===== src/rtl/bch_detect_arbiter.sv =====
// bch_detect_arbiter: read/scrub arbiter sharing one BCH(542,512) detector with a registered output stage.
// Optional BCH_DET_DROP_CLEAN_SCRUB_EN: clean scrub words are consumed without producing a result.
module bch_detector #(
    parameter int N     = 542,
    parameter int SYN_W = 10
) (
    input  logic [N-1:0]       data,
    output logic [5*SYN_W-1:0] syn,
    output logic               detect
);
    localparam logic [SYN_W-1:0] POLY = SYN_W'(9);
    // Horner evaluation of r(alpha^j) in GF(2^10), x^10 + x^3 + 1, MSB coefficient first
    function automatic logic [SYN_W-1:0] syndrome(input logic [N-1:0] r, input int p);
        logic [SYN_W-1:0] s;
        s = '0;
        for (int i = N - 1; i >= 0; i--) begin
            for (int k = 0; k < p; k++) s = {s[SYN_W-2:0], 1'b0} ^ (s[SYN_W-1] ? POLY : '0);
            s[0] = s[0] ^ r[i];
        end
        return s;
    endfunction
    for (genvar j = 0; j < 5; j++) begin : g_syn
        assign syn[j*SYN_W +: SYN_W] = syndrome(data, j + 1);
    end
    assign detect = |syn;
endmodule

module bch_detect_arbiter #(
    parameter int N              = 542,
    parameter int SYN_W          = 10,
    parameter int TAG_W          = 4,
    parameter int CNT_W          = 16,
    parameter int SCRUB_MAX_WAIT = 8
) (
    input  logic               clk,
    input  logic               rst_n,
    input  logic               rd_valid,
    output logic               rd_ready,
    input  logic [N-1:0]       rd_data,
    input  logic [TAG_W-1:0]   rd_tag,
    input  logic               sc_valid,
    output logic               sc_ready,
    input  logic [N-1:0]       sc_data,
    input  logic [TAG_W-1:0]   sc_tag,
    output logic               out_valid,
    input  logic               out_ready,
    output logic               out_src,
    output logic [TAG_W-1:0]   out_tag,
    output logic [N-1:0]       out_data,
    output logic [5*SYN_W-1:0] out_syn,
    output logic               out_detect,
    output logic [CNT_W-1:0]   err_count,
    input  logic               err_count_clr
);
    localparam int SW = $clog2(SCRUB_MAX_WAIT + 1);
    localparam logic [SW-1:0] MAXW = SW'(SCRUB_MAX_WAIT);
    typedef enum logic {EMPTY, FULL} state_t;
    state_t state, state_nx;
    logic [SW-1:0] starve_cnt, starve_nx;
    logic [CNT_W-1:0] err_nx;
    logic can_load, sc_win, gnt_rd, gnt_sc, load, det;
    logic [N-1:0] mux_data;
    logic [5*SYN_W-1:0] syn;

    // readys are held low during reset so nothing is consumed while the stage is cleared
    assign out_valid = (state == FULL);
    assign can_load  = rst_n && (!out_valid || out_ready);
    assign sc_win    = sc_valid && (!rd_valid || starve_cnt == MAXW);
    assign gnt_sc    = can_load && sc_win;
    assign gnt_rd    = can_load && rd_valid && !sc_win;
    assign rd_ready  = gnt_rd;
    assign sc_ready  = gnt_sc;
    assign mux_data  = gnt_sc ? sc_data : rd_data;

    bch_detector #(.N(N), .SYN_W(SYN_W)) u_det (
        .data   (mux_data),
        .syn    (syn),
        .detect (det)
    );

`ifdef BCH_DET_DROP_CLEAN_SCRUB_EN
    assign load = gnt_rd || (gnt_sc && det);
`else
    assign load = gnt_rd || gnt_sc;
`endif

    always_comb begin
        state_nx  = load ? FULL : (out_ready ? EMPTY : state);
        starve_nx = (gnt_rd && sc_valid) ? ((starve_cnt == MAXW) ? starve_cnt : starve_cnt + 1'b1)
                  : (gnt_rd || gnt_sc) ? '0 : starve_cnt;
        err_nx    = err_count_clr ? '0
                  : (load && det && !(&err_count)) ? err_count + 1'b1 : err_count;
    end

    always_ff @(posedge clk) begin
        if (!rst_n) begin
            state      <= EMPTY;
            starve_cnt <= '0;
            out_src    <= 1'b0;
            out_tag    <= '0;
            out_data   <= '0;
            out_syn    <= '0;
            out_detect <= 1'b0;
            err_count  <= '0;
        end else begin
            state      <= state_nx;
            starve_cnt <= starve_nx;
            err_count  <= err_nx;
            if (load) begin
                out_src    <= gnt_sc;
                out_tag    <= gnt_sc ? sc_tag : rd_tag;
                out_data   <= mux_data;
                out_syn    <= syn;
                out_detect <= det;
            end
        end
    end
endmodule


===== config.mk =====
export PLATFORM = sky130hd
export DESIGN_NAME = bch_detect_arbiter
export DESIGN_NICKNAME = d
export VERILOG_FILES = /design/src/rtl/bch_detect_arbiter.sv
export SDC_FILE = /design/constraint.sdc
export NUM_CORES = 2
export LEC_CHECK = 0
export ABC_CLOCK_PERIOD_IN_PS = 69000
export BUFFER_PORTS_ARGS = -buffer_cell sky130_fd_sc_hd__buf_2
export CORE_AREA = 2 2 669 671
export CTS_BUF_LIST = sky130_fd_sc_hd__clkbuf_4 sky130_fd_sc_hd__clkbuf_8
export DETAILED_ROUTE_END_ITERATION = 8
export DIE_AREA = 0 0 671 673
export PLACE_DENSITY = 0.49
export SETUP_SLACK_MARGIN = 0.02
export SLEW_MARGIN = 10
export SYNTH_ARGS = -nofsm -noshare
export SYNTH_HDL_FRONTEND = slang
export SYNTH_SLANG_ARGS = --single-unit

===== constraint.sdc =====
create_clock -name clk -period 69 [get_ports clk]
set_input_delay 13.8 -clock clk [delete_from_list [all_inputs] [get_ports clk]]
set_output_delay 13.8 -clock clk [all_outputs]
set_load 0.005 [all_outputs]

==> out/metrics.csv <==
metric;value;unit
die span in y;673;µm
R2R Setup Slk;25.14;ns
cell family contributing the most delay on the critical path;XOR/XNOR gates;
via density per instance;4.824;
Synth area leader;xnor2_1;
reg2reg start;starve_cnt[0];
Crit Path Category;primary input to flop;
maximum fanout along the worst path;42;
via count;97580;
Synth warnings;0;
ranking of synthesized cells by area;xnor2_1, xnor3_1, xor2_1;
global-route wire length before repair;869.1;mm
post-placement setup slack;11.77;ns
Post-DP HPWL;557.7;mm
filler cell count;45040;
H-tree levels;4;
Synth Net Count;13140;
setup TNS;0;ns
total grt overflow;0;
number of global-route vias before repair;98120;
Critical R2R Capture;err_count[10];
Post-synth EDFFs;0;
Synth-to-Final Area Change;16.28;%
CTS tree;yes;
clk_lat worst skew;1.06;ns
number of distinct library cells after synthesis;67;
clock sink count;619;
Worst Tran Pin Value;1.246;ns
multi-input logic area;0.1245;mm²
Reg clk slew, reported paths;0.06;ns
post-CTS sizing;0;
Final #Nets;15190;
Crit path largest cell delay;0.81;ns
Fin. Hold Viols;0;
clk buf depth;4;
CP Buf/Inv Count;3;
Final ANT Viol Nets;0;
Reg2Reg Depth;97;
sequential cell area fraction in the yosys report;8.988;%
setup ws final;12.72;ns
Hold Slack;0.4614;ns
Worst Setup SP;out_ready;
Top cell by count, worst path;xnor3_1;
Setup Fix Bufs, Post-CTS;0;
Routed wire per std cell;32.23;µm
HP Class;flop to flop;
Starting Density;31.04;%
CTS Buf Count;137;
Finished Cell Area;0.1603;mm²
status;finished clean;
Max Slew Vio Count;0;
Max Clock Skew;0.1472;ns
Max-cap violations;0;
headroom to the max-slew limit;14.77;%
drt pass-1 iters;6;
CTS Root Cell;clkbuf_8;
Rows;245;
Startpoint Class;primary input;
Die X;671;µm
DRC;0;
largest net degree at the start of global routing;109;
Post-Syn Area;0.1379;mm²
fmax;17.77;MHz
async set or reset register ratio after synthesis;0;%
Ports;1715;
final period demand of the worst path;56.28;ns
area share of the largest cell type after synthesis;32.66;%
Core Box Area;0.4442;mm²
Post-Synthesis Cells;12040;
CP Capture Point;err_count[10];
number of port buffers;1714;
Commonest cells post-synth;xnor2_1, xnor3_1, xor2_1, nand2_1, dfxtp_1;
Placed Area;0.1572;mm²
GPL Wtd Cong;0.9478;
critical path endpoint category;flop;
DR iter-0 viols;7340;
Final Routed Wirelength;651.9;mm
critical path's slowest cell;xnor3_1;
Yosys reg bits;619;
Die Area;0.4516;mm²
RSZ-0062 raised after global routing;false;
layout cells sized above 1;20.82;%
Critical Path RT;69.91;ns
crit share post-route;81.57;%
WP data arrival;57.20;ns
Worst path depth;96;
Avg Cell Area, Syn;11.45;µm²
Synth Flop Type;dfxtp_1;
GRT Total Usage;27.90;%
count leader, synth;xnor2_1;
initial antenna violation count;196;
hold_buf cts;0;
register area;0.01239;mm²
Setup Viol. Count Final;0;
==> worst min path at each step <==
stage | start | to | slack [ns] | cells after the start
final | out_detect | out_detect | 0.46 | 2
after global routing | out_detect | out_detect | 0.48 | 2
after CTS | out_detect | out_detect | 0.46 | 2
after detailed placement | out_detect | out_detect | 0.45 | 2
after global placement | out_detect | out_detect | 0.44 | 2
after floorplan | out_detect | out_detect | 0.45 | 2
==> worst register-to-register path: cells and delay by family (launching register included) <==
kind | cells | cell delay (ns)
xor+xnor | 84 | 38.85
simple gates | 5 | 1.69
buf+inv | 3 | 1.40
compound gates | 4 | 1.17
flops | 1 | 0.39
fa+ha+maj | 1 | 0.19
==> routing by layer <==
metal,up-vias,global-route usage (%),wire [µm]
met5,-,0.5527,580
met1,49310,36.00,277200
met3,714,5.339,42820
met2,3193,47.43,311400
li1,44270,-,-
met4,92,7.492,19930
==> flip-flops by register name, summed over array words and instances, names as in the netlist <==
name	flops
out_detect	1
out_syn	50
err_count	16
out_tag	4
out_data	542
starve_cnt	4
out_valid	1
out_src	1
==> placed cells by master (no fill, tap or decap), types with 271 or more instances in the layout <==
master / instances
xnor2_1: 5136
buf_2: 1713
xnor3_1: 1628
xor2_1: 1613
nand2_1: 663
dfxtp_1: 619
buf_4: 559
o211a_1: 547
mux2i_1: 422
xor3_1: 271
==> per-stage QoR <==
step | instances | util (%)
finish | 20230 | 36.09
global route | 20150 | 36.05
CTS | 20110 | 36.02
detailed placement | 19880 | 35.39
global placement | 19880 | 35.39
floorplan | 12040 | -
==> kinds of logic after synthesis <==
logic type               Yosys count  share of synthesized area, %
XOR/XNOR                        8945                         78.53
adder cells (fa/ha/maj)            3                       0.02723
flip-flops                       619                         8.988
AO/OA/AOI/OAI                    684                         4.589
multiplexers                     566                         4.163
buffers and inverters            389                         1.198
AND/OR/NAND/NOR                  837                         2.500
==> layout make-up <==
type                       count  area share (%)
inverter                      26         0.06244
clock inverter                33          0.1959
multi-input combinational  11040           77.65
timing repair buffer        2274           7.987
clock buffer                 196           1.558
antenna                      119          0.1858
tap                         5928           4.627
sequential                   619           7.730
Power is left out: the tool's default activity adds up to more than one toggle a clock period on the data nets, which glitch-free logic cannot reach.
